===== config.mk =====
export PLATFORM = sky130hd
export DESIGN_NAME = axi_stream_write_master
export DESIGN_NICKNAME = d
export VERILOG_FILES = /design/src/rtl/axi_pkg.sv /design/src/rtl/axi_burst_len_calc.sv /design/src/rtl/axi_stream_write_master.sv
export SDC_FILE = /design/constraint.sdc
export NUM_CORES = 1
export LEC_CHECK = 0
export ABC_CLOCK_PERIOD_IN_PS = 6600
export CAP_MARGIN = 20
export CORE_MARGIN = 2
export CORE_UTILIZATION = 51
export CTS_BUF_LIST = sky130_fd_sc_hd__clkbuf_2
export CTS_CLUSTER_DIAMETER = 120
export DETAILED_ROUTE_END_ITERATION = 12
export MAX_ROUTING_LAYER = met4
export PLACE_DENSITY_LB_ADDON = 0.3
export SYNTH_ARGS = -nofsm -noshare
export SYNTH_HDL_FRONTEND = slang
export SYNTH_SLANG_ARGS = --single-unit

===== constraint.sdc =====
create_clock -name clk -period 6.6 [get_ports clk]
set_input_delay 1.65 -clock clk [delete_from_list [all_inputs] [get_ports clk]]
set_output_delay 1.65 -clock clk [all_outputs]
set_load 0.01 [all_outputs]

===== src/rtl/axi_pkg.sv =====
// Purpose: shared AXI4 constants (burst types, response codes) and the write-master FSM state type.
// Latency: none, declarations only.
// Backpressure: not applicable.
package axi_pkg;

  localparam logic [1:0] BURST_FIXED = 2'b00;
  localparam logic [1:0] BURST_INCR  = 2'b01;
  localparam logic [1:0] BURST_WRAP  = 2'b10;

  localparam logic [1:0] RESP_OKAY   = 2'b00;
  localparam logic [1:0] RESP_EXOKAY = 2'b01;
  localparam logic [1:0] RESP_SLVERR = 2'b10;
  localparam logic [1:0] RESP_DECERR = 2'b11;

  // Normal non-cacheable bufferable memory.
  localparam logic [3:0] AWCACHE_DEFAULT = 4'b0011;

  typedef enum logic [1:0] {
    IDLE = 2'd0,
    ADDR = 2'd1,
    DATA = 2'd2,
    RESP = 2'd3
  } wm_state_t;

endpackage


===== src/rtl/axi_burst_len_calc.sv =====
// Purpose: beats for the next burst = min(remaining, MAX_BURST_LEN[, beats left in the 4 KiB page]).
// Latency: purely combinational.
// Backpressure: none.
// Ports: addr (aligned byte address of the burst), remaining (beats still to send), beats (1..256, 9 bits).
// Option: AXI_WRITE_MASTER_4K_SPLIT_EN defined -> bursts never cross a 4 KiB boundary.
module axi_burst_len_calc #(
  parameter int ADDR_WIDTH    = 16,
  parameter int LEN_WIDTH     = 16,
  parameter int STRB_WIDTH    = 4,
  parameter int MAX_BURST_LEN = 16
) (
  input  logic [ADDR_WIDTH-1:0] addr,
  input  logic [LEN_WIDTH-1:0]  remaining,
  output logic [8:0]            beats
);

  localparam int BYTE_SHIFT = $clog2(STRB_WIDTH);
  // Narrow address spaces are zero-extended so the page offset is always 12 bits.
  localparam int AW_EXT     = (ADDR_WIDTH > 12) ? ADDR_WIDTH : 12;

  logic [AW_EXT-1:0] addr_ext;
  logic [31:0]       page_beats;
  logic [31:0]       lim;
  logic              unused_bits;

  assign addr_ext = AW_EXT'(addr);

  // Address is beat-aligned, so the division by STRB_WIDTH is exact.
  assign page_beats = (32'd4096 - 32'(addr_ext[11:0])) >> BYTE_SHIFT;

  always_comb begin
    lim = 32'(remaining);
    if (lim > 32'(MAX_BURST_LEN)) lim = 32'(MAX_BURST_LEN);
`ifdef AXI_WRITE_MASTER_4K_SPLIT_EN
    if (lim > page_beats) lim = page_beats;
`endif
  end

  assign beats = lim[8:0];

  assign unused_bits = ^{addr_ext, lim[31:9], page_beats};

endmodule


===== src/rtl/axi_stream_write_master.sv =====
// Purpose: command-driven AXI4 write master; splits a stream transfer into INCR bursts, one outstanding.
// Latency: AW one cycle after command/B handshake; W pass-through (0 cycles); done one cycle after final B.
// Backpressure: s_axis_tready follows m_axi_wready in DATA only; cmd_ready only while idle.
// Ports: cmd_* command in; s_axis_* stream in; m_axi_aw*/w*/b* AXI4 write channels; done/done_error/busy status.
// Option: AXI_WRITE_MASTER_4K_SPLIT_EN (see axi_burst_len_calc) keeps bursts inside 4 KiB pages.
module axi_stream_write_master #(
  parameter int DATA_WIDTH    = 32,
  parameter int ADDR_WIDTH    = 16,
  parameter int STRB_WIDTH    = DATA_WIDTH / 8,
  parameter int ID_WIDTH      = 8,
  parameter int AXI_ID        = 0,
  parameter int MAX_BURST_LEN = 16,
  parameter int LEN_WIDTH     = 16
) (
  input  logic                  clk,
  input  logic                  rst,
  input  logic [ADDR_WIDTH-1:0] cmd_addr,
  input  logic [LEN_WIDTH-1:0]  cmd_len,
  input  logic                  cmd_valid,
  output logic                  cmd_ready,
  input  logic [DATA_WIDTH-1:0] s_axis_tdata,
  input  logic                  s_axis_tvalid,
  output logic                  s_axis_tready,
  output logic                  done,
  output logic                  done_error,
  output logic                  busy,
  output logic [ID_WIDTH-1:0]   m_axi_awid,
  output logic [ADDR_WIDTH-1:0] m_axi_awaddr,
  output logic [7:0]            m_axi_awlen,
  output logic [2:0]            m_axi_awsize,
  output logic [1:0]            m_axi_awburst,
  output logic                  m_axi_awlock,
  output logic [3:0]            m_axi_awcache,
  output logic [2:0]            m_axi_awprot,
  output logic                  m_axi_awvalid,
  input  logic                  m_axi_awready,
  output logic [DATA_WIDTH-1:0] m_axi_wdata,
  output logic [STRB_WIDTH-1:0] m_axi_wstrb,
  output logic                  m_axi_wlast,
  output logic                  m_axi_wvalid,
  input  logic                  m_axi_wready,
  input  logic [ID_WIDTH-1:0]   m_axi_bid,
  input  logic [1:0]            m_axi_bresp,
  input  logic                  m_axi_bvalid,
  output logic                  m_axi_bready
);
  import axi_pkg::*;

  localparam int BYTE_SHIFT = $clog2(STRB_WIDTH);
  localparam logic [ADDR_WIDTH-1:0] ALIGN_MASK = ~ADDR_WIDTH'(STRB_WIDTH - 1);

  wm_state_t state, state_nxt;

  logic [ADDR_WIDTH-1:0] addr_q;
  logic [LEN_WIDTH-1:0]  remaining_q;
  logic [8:0]            beats_q;
  logic [8:0]            beat_cnt_q;
  logic [7:0]            awlen_q;
  logic                  awvalid_q;
  logic                  err_q;
  logic                  done_q;
  logic                  done_err_q;

  logic [ADDR_WIDTH-1:0] next_addr;
  logic [LEN_WIDTH-1:0]  next_rem;
  logic [8:0]            calc_beats;
  logic                  w_fire;
  logic                  last_beat;
  logic                  b_err;
  logic                  unused_bid;

  // The burst calculator always looks at the address/remaining that will be current
  // after this cycle's handshake, so awlen can be registered together with awvalid.
  always_comb begin
    if (state == IDLE) begin
      next_addr = cmd_addr & ALIGN_MASK;
      next_rem  = cmd_len;
    end else begin
      next_addr = addr_q + (ADDR_WIDTH'(beats_q) << BYTE_SHIFT);
      next_rem  = remaining_q - LEN_WIDTH'(beats_q);
    end
  end

  axi_burst_len_calc #(
    .ADDR_WIDTH    (ADDR_WIDTH),
    .LEN_WIDTH     (LEN_WIDTH),
    .STRB_WIDTH    (STRB_WIDTH),
    .MAX_BURST_LEN (MAX_BURST_LEN)
  ) u_len_calc (
    .addr      (next_addr),
    .remaining (next_rem),
    .beats     (calc_beats)
  );

  assign w_fire    = (state == DATA) && s_axis_tvalid && m_axi_wready;
  assign last_beat = (beat_cnt_q == beats_q - 9'd1);
  assign b_err     = (m_axi_bresp != RESP_OKAY);

  always_ff @(posedge clk or posedge rst) begin
    if (rst) state <= IDLE;
    else     state <= state_nxt;
  end

  always_comb begin
    state_nxt     = state;
    cmd_ready     = 1'b0;
    busy          = 1'b1;
    s_axis_tready = 1'b0;
    m_axi_wvalid  = 1'b0;
    m_axi_wlast   = 1'b0;
    m_axi_bready  = 1'b0;
    case (state)
      IDLE: begin
        cmd_ready = 1'b1;
        busy      = 1'b0;
        if (cmd_valid && (cmd_len != '0)) state_nxt = ADDR;
      end
      ADDR: begin
        if (m_axi_awready) state_nxt = DATA;
      end
      DATA: begin
        s_axis_tready = m_axi_wready;
        m_axi_wvalid  = s_axis_tvalid;
        m_axi_wlast   = last_beat;
        if (w_fire && last_beat) state_nxt = RESP;
      end
      RESP: begin
        m_axi_bready = 1'b1;
        if (m_axi_bvalid) state_nxt = (next_rem == '0) ? IDLE : ADDR;
      end
      default: state_nxt = IDLE;
    endcase
  end

  always_ff @(posedge clk or posedge rst) begin
    if (rst) begin
      addr_q      <= '0;
      remaining_q <= '0;
      beats_q     <= '0;
      beat_cnt_q  <= '0;
      awlen_q     <= '0;
      awvalid_q   <= 1'b0;
      err_q       <= 1'b0;
      done_q      <= 1'b0;
      done_err_q  <= 1'b0;
    end else begin
      done_q     <= 1'b0;
      done_err_q <= 1'b0;
      case (state)
        IDLE: begin
          if (cmd_valid) begin
            addr_q      <= next_addr;
            remaining_q <= next_rem;
            err_q       <= 1'b0;
            if (next_rem == '0) begin
              done_q <= 1'b1;
            end else begin
              awvalid_q <= 1'b1;
              awlen_q   <= 8'(calc_beats - 9'd1);
              beats_q   <= calc_beats;
            end
          end
        end
        ADDR: begin
          if (m_axi_awready) begin
            awvalid_q  <= 1'b0;
            beat_cnt_q <= '0;
          end
        end
        DATA: begin
          if (w_fire) beat_cnt_q <= beat_cnt_q + 9'd1;
        end
        RESP: begin
          if (m_axi_bvalid) begin
            addr_q      <= next_addr;
            remaining_q <= next_rem;
            // Error responses are sticky for the command but never abort it.
            err_q       <= err_q | b_err;
            if (next_rem == '0) begin
              done_q     <= 1'b1;
              done_err_q <= err_q | b_err;
            end else begin
              awvalid_q <= 1'b1;
              awlen_q   <= 8'(calc_beats - 9'd1);
              beats_q   <= calc_beats;
            end
          end
        end
        default: ;
      endcase
    end
  end

  assign m_axi_awid    = ID_WIDTH'(AXI_ID);
  assign m_axi_awaddr  = addr_q;
  assign m_axi_awlen   = awlen_q;
  assign m_axi_awsize  = 3'(BYTE_SHIFT);
  assign m_axi_awburst = BURST_INCR;
  assign m_axi_awlock  = 1'b0;
  assign m_axi_awcache = AWCACHE_DEFAULT;
  assign m_axi_awprot  = 3'b000;
  assign m_axi_awvalid = awvalid_q;
  assign m_axi_wdata   = s_axis_tdata;
  assign m_axi_wstrb   = '1;
  assign done          = done_q;
  assign done_error    = done_err_q;

  // Only one burst is ever outstanding, so the response ID carries no information.
  assign unused_bid = ^m_axi_bid;

endmodule


Word level (Yosys, flattened, before mapping) --
Index checks and enable logic that the tools add are counted.
Operators by class: add/sub/neg operators 5, multiply operators 0, divide/modulo/power cells 0, magnitude comparators 1, eq/ne operators 10, shift operators 0, mux-type cells 47, bitwise operators 1, reduce and logical (&&, ||, !) cells 15
Operators by type and width (count):
- 16-bit 2-to-1 mux | 6
- 16-bit case mux with 2 select lines | 2
- 9-bit 2-to-1 mux | 6
- 9-bit case mux with 2 select lines | 2
- 8-bit 2-to-1 mux | 3
- 1-bit 2-to-1 mux | 19
- 16-bit by 11-bit adder with 16-bit output | 1
- 16-bit by 5-bit > comparator with 1-bit output, second input constant | 1
- 16-bit logical NOT | 1
- 8-bit case mux with 2 select lines | 1
- 16-bit nonzero test | 1
- 16-bit by 9-bit subtractor with 16-bit output | 1
- 9-bit by 1-bit adder with 9-bit output, second input constant | 1
- 9-bit equality test | 1
- 9-bit by 1-bit subtractor with 9-bit output, second input constant | 1
- 2-bit 2-to-1 mux | 4
- 2-bit != test, second input constant | 4
- 2-bit case mux with 4 select lines | 1
- 4-bit AND reduction | 2
- 8-bit by 1-bit subtractor with 8-bit output, second input constant | 1
- 3-bit AND reduction | 2
- 2-bit nonzero test | 3
- 2-bit equality test, second input constant | 2
- 1-bit logical AND | 4
- 7 further kinds | 9
Storage, ports and cells: bits in registers 64, bits in latches 0, bits in writable memories 0, memory bits (read-only) 0, input port bits 81, output and inout bits 90, word-level logic and storage cells 89, memories 0

Longest topological paths before layout --
depth in word-level cells 8, gate-level depth with buffers 16

Hierarchy --
Synthesis repeated with hierarchy kept, for this count alone.
Second synthesis, totals: cells, all modules 619, area, all modules 5143.7 sq um
By module, submodules not included:
- axi_stream_write_master | instances 1, cells each 602, area each 5016.1 sq um, sequential area each 1601.5 sq um
- axi_burst_len_calc | instances 1, cells each 17, area each 127.6 sq um, sequential area each 0.0 sq um

Worst setup path before layout --
No wires, ideal clock.
kind input port to flip-flop, from input port cmd_len[3], to register awlen_q[4], in the netlist m_axi_awlen[4], setup time 0.137 ns, data arrival time 3.545 ns, required time 6.463 ns, slack 2.918 ns, stages on the path 10, buffers on the path 0, path through and2_1 -> a31oi_1 -> nor2b_1 -> nor2_1 -> or3_4 -> or2_1 -> ha_1 -> o211ai_1 -> mux2_2 -> a21oi_1
On the way: cells in the longest elaborated chain, start to end 7, elaborated cells between the ends (all ways) 9
RTL lines:
- start: declaration | line axi_stream_write_master.sv:18 | input logic [LEN_WIDTH-1:0] cmd_len,
- 16-bit 2-to-1 mux (*) | line axi_stream_write_master.sv:75 | if (state == IDLE) begin
- 16-bit by 5-bit > comparator with 1-bit output | line axi_burst_len_calc.sv:33 | if (lim > 32'(MAX_BURST_LEN)) lim = 32'(MAX_BURST_LEN);
- 9-bit 2-to-1 mux | line axi_burst_len_calc.sv:33
- 8-bit by 1-bit subtractor with 8-bit output | line axi_stream_write_master.sv:159, axi_stream_write_master.sv:184
- 8-bit 2-to-1 mux (*) | line axi_stream_write_master.sv:155, axi_stream_write_master.sv:179
- 8-bit 2-to-1 mux, on equally long branches | line axi_stream_write_master.sv:174, axi_stream_write_master.sv:151
- 8-bit case mux with 2 select lines (*) | line axi_stream_write_master.sv:149 | case (state)
- end signal: assignment | line axi_stream_write_master.sv:159 | awlen_q <= 8'(calc_beats - 9'd1);
- end signal: assignment | line axi_stream_write_master.sv:184 | awlen_q <= 8'(calc_beats - 9'd1);
- end: declaration | line axi_stream_write_master.sv:58 | logic [7:0] awlen_q;
Mark *: on every way between the ends. The rest lies on a longest branch, timed or not. The select of a mux whose other input is x is not followed. A chain may end at the register's enable or synchronous reset.

Worst setup path after layout --
from register beats_q[1], to output port m_axi_wlast
On the way: cells in the longest elaborated chain, start to end 3
RTL lines:
- start: declaration | line axi_stream_write_master.sv:56 | logic [8:0] beats_q;
- start signal: assignment | line axi_stream_write_master.sv:160 | beats_q <= calc_beats;
- start signal: assignment | line axi_stream_write_master.sv:185 | beats_q <= calc_beats;
- 9-bit by 1-bit subtractor with 9-bit output | line axi_stream_write_master.sv:96 | assign last_beat = (beat_cnt_q == beats_q - 9'd1);
- 9-bit equality test | line axi_stream_write_master.sv:96
- 1-bit 2-to-1 mux | line axi_stream_write_master.sv:112 | case (state)
- end: declaration | line axi_stream_write_master.sv:39 | output logic m_axi_wlast,
No other way between the ends.

==> run_results.csv <==
group,metric,value,unit
cells_and_area,final_common_cell,"nand2_1",
floorplanning,core_area,9590,sq um
yosys,synth_seq_cells,62,
floorplanning,dieArea,10600,sq um
global_route,grt_overflow,0,
yosys,syn_area,4970,sq um
clock_tree,cts-buffers-inserted,9,
timing,period_needed,4.92,ns
clock_tree,clockBufferDepth,2,
global_route,grt_pass1_vias,3978,
yosys,synth_cell_types,73,
critical_path,cp.arrival,3.27,ns
place,io_buffers,69,
floorplanning,rows,36,
critical_path,slowest_delay,0.53,ns
global_route,grt_pass1_wl,19300,um
yosys,ys_seq_area_share,31.2,%
critical_path,critPathKind,"flop to output port",
place,dp_hpwl,8900,um
cells_and_area,drive_above_1_share,6.88,%
clock_tree,cts_hold_buffers,0,
flow_run,drv_cap,0,
timing,hold_violations,0,
yosys,synthFlopType,"dfrtp_1",
clock_tree,cts.sinks,62,
clock_tree,clk_latency,0.52,ns
timing,fmax,203,MHz
drt,num_vias,4279,
pwr,ir_drop,0.247,mV
timing,worstMarginPinSlew,0.816,ns
cells_and_area,antenna_cells,0,
critical_path,cpMostUsedCell,"o21ai_0",
clock_tree,htreeDepth,3,
global_route,grt_max_degree,63,
global_route,grt_usage,24.1,%
pwr,p_int,1.17,mW
drt,wire_per_inst,15.9,um
drt,drt-total-wl,12100,um
floorplanning,die-height,103,um
clock_tree,cts_tree,"done",
pwr,switching_share,50.5,%
critical_path,cp.required,4.95,ns
cells_and_area,area_delta_synth_final,10.5,%
yosys,yosysWarnings,0,
drt,drc,0,
clock_tree,cts-root-buf,"clkbuf_2",
yosys,synth-edff-count,0,
place,place_congestion,0.888,
timing,fin_worst_skew,0.0493,ns
cells_and_area,post-route-util,57.2,%
pwr,power_density,429,nW/um^2
timing,holdWs,0.509,ns
critical_path,cp-start-kind,"flop",
clock_tree,path_clk_slew,0.19,ns
pwr,switchingPower,1.19,mW
floorplanning,start_util,51.8,%
pwr,power_frac_comb,65.6,%
critical_path,cp_max_fo,9,
yosys,syn_area_per_cell,8.34,sq um
timing,setup-violations-final,0,
critical_path,timing.critical_path.buf_inv,2,
cells_and_area,finalNetCount,729,
pwr,power_frac_seq,26.1,%
floorplanning,num_io_pins,171,
status,status,"finished, final reports clean",
hold_path,hp-class,"flop to flop",
global_route,antenna_found_initial,0,
timing,timing.final.crit_share,74.5,%
drt,ant_nets,0,
critical_path,slowest_stage,"clkdlybuf4s50_1",
critical_path,r2r_slack,2.29,ns
critical_path,path_delay_family,"simple AND/OR/NAND/NOR gates",
timing,max_slew_margin,45.6,%
timing,fin_tns_setup,0,ns
timing,maxSlewViolCount,0,
floorplanning,die_w,103,um
yosys,synthCells,596,
drt,avgViaCountPerCell,5.65,
yosys,synthArstFlopShare,100,%
timing,rsz0062_at_grt,"no",
drt,drtIter0Drc,194,
critical_path,end_kind,"output port",
clock_tree,post-cts-setup-buffers,0,
drt,first_pass_iters,6,
critical_path,cp_cell_sequence,"inv_1 > ha_1 > or3b_1 > o21ai_0 > a21oi_1 > o21ai_0 > and4_1 > and2_1 > clkdlybuf4s50_1",
clock_tree,cts_resized,0,
pwr,p_clk_share,8.3,%
pwr,leakage,2.36,nW
cells_and_area,layout_common_cells,"nand2_1 (70), clkdlybuf4s50_1 (69), dfrtp_1 (62)",
[flip-flops by register name, summed over array words and instances (netlist names)]
signal and flops:
m_axi_awlen 8, state 2, beat_cnt_q 9, m_axi_awvalid 1, err_q 1, remaining_q 16, beats_q 9, done 1
m_axi_awaddr 14, done_error 1
[worst reg2reg max path: stages (launching register included)]
cell      delay, ns
dfrtp_1        0.62
ha_1           0.27
inv_1          0.06
fa_1           0.42
a211oi_2       0.41
o31ai_2        0.21
o31ai_1        0.24
a221oi_1       0.15
nor3_2         0.22
nand3_2        0.19
or3_4          0.46
or2_1          0.27
ha_1           0.24
o211ai_1       0.18
mux2_2         0.17
a21oi_1        0.06
[cells in the mapped netlist, types with 8 or more instances]
cell type	number	share of area [%]
inv_1	30	2.3
dfrtp_1	62	31
nand2_1	70	5.3
nand3_1	15	1.5
a21oi_1	42	4.2
nor2_1	44	3.3
nand2b_1	8	1.0
xor2_1	15	2.6
nor3_1	11	1.1
o21ai_1	14	1.4
ha_1	25	6.3
clkbuf_1	18	1.4
xnor2_1	12	2.1
buf_4	59	8.9
o21ai_0	29	2.9
[cell families (layout without fill, tap and decap cells)]
kind of cell             count (synthesis)  count (layout)  synth area share, %
adder cells (fa/ha/maj)                 27              27                 7.10
AO/OA/AOI/OAI                          147             147                 20.2
other                                    2              27                0.151
buffers and inverters                  115             119                 13.3
XOR/XNOR                                27              27                 4.76
AND/OR/NAND/NOR                        209             209                 21.8
flip-flops                              62              62                 31.2
multiplexers                             7               7                 1.46
[routing by layer]
metal  vias up  share of wire, %  track usage [%]
met4         0               1.3             6.87
met5         -                 0                -
met1      2075                45             30.9
li1       2062                 -                -
met2       118                48             38.9
met3        24               5.7             4.68
[final cells by class]
type / instances / area [sq um]
Multi-Input combinational cell: 444 / 2860
Clock inverter: 5 / 27.5
Clock buffer: 10 / 50.0
Tap cell: 133 / 166
Fill cell: 899 / 4100
Sequential cell: 62 / 1550
Inverter: 31 / 116
Timing Repair Buffer: 73 / 721
[path summary, 6_finish.rpt]
path                           startpoint         endpoint  cells past startpoint
setup / recovery               beats_q[1]      m_axi_wlast                      9
hold / removal             m_axi_awlen[6]   m_axi_awlen[6]                      2
setup reg to reg               beats_q[0]   m_axi_awlen[4]                     15
hold reg to reg            m_axi_awlen[6]   m_axi_awlen[6]                      2
max in group asynchronous             rst  m_axi_awaddr[2]                      3
min in group asynchronous             rst  remaining_q[13]                      3
[power by group through the flow]
| stage | Combinational, mW | Clock (mW) | Sequential, mW |
|---|---|---|---|
| after floorplan | 1.16 | 0 | 0.610 |
| after global placement | 1.50 | 0 | 0.614 |
| after detailed placement | 1.54 | 0 | 0.621 |
| after CTS | 1.55 | 0.199 | 0.613 |
| after global routing | 1.71 | 0.217 | 0.632 |
| final | 1.54 | 0.195 | 0.615 |
[per-stage QoR]
| step | cells | setup WS [ns] | power [mW] | instance area, sq um |
|---|---|---|---|---|
| floorplan | 621 | 2.92 | 1.77 | 5060 |
| CTS | 758 | 1.67 | 2.36 | 5490 |
| global route | 758 | 1.45 | 2.56 | 5490 |
| detailed placement | 743 | 2.11 | 2.16 | 5410 |
| finish | 758 | 1.68 | 2.35 | 5490 |
| global placement | 743 | 2.12 | 2.11 | 5410 |
No activity file was read; power rests on OpenSTA's default activity.
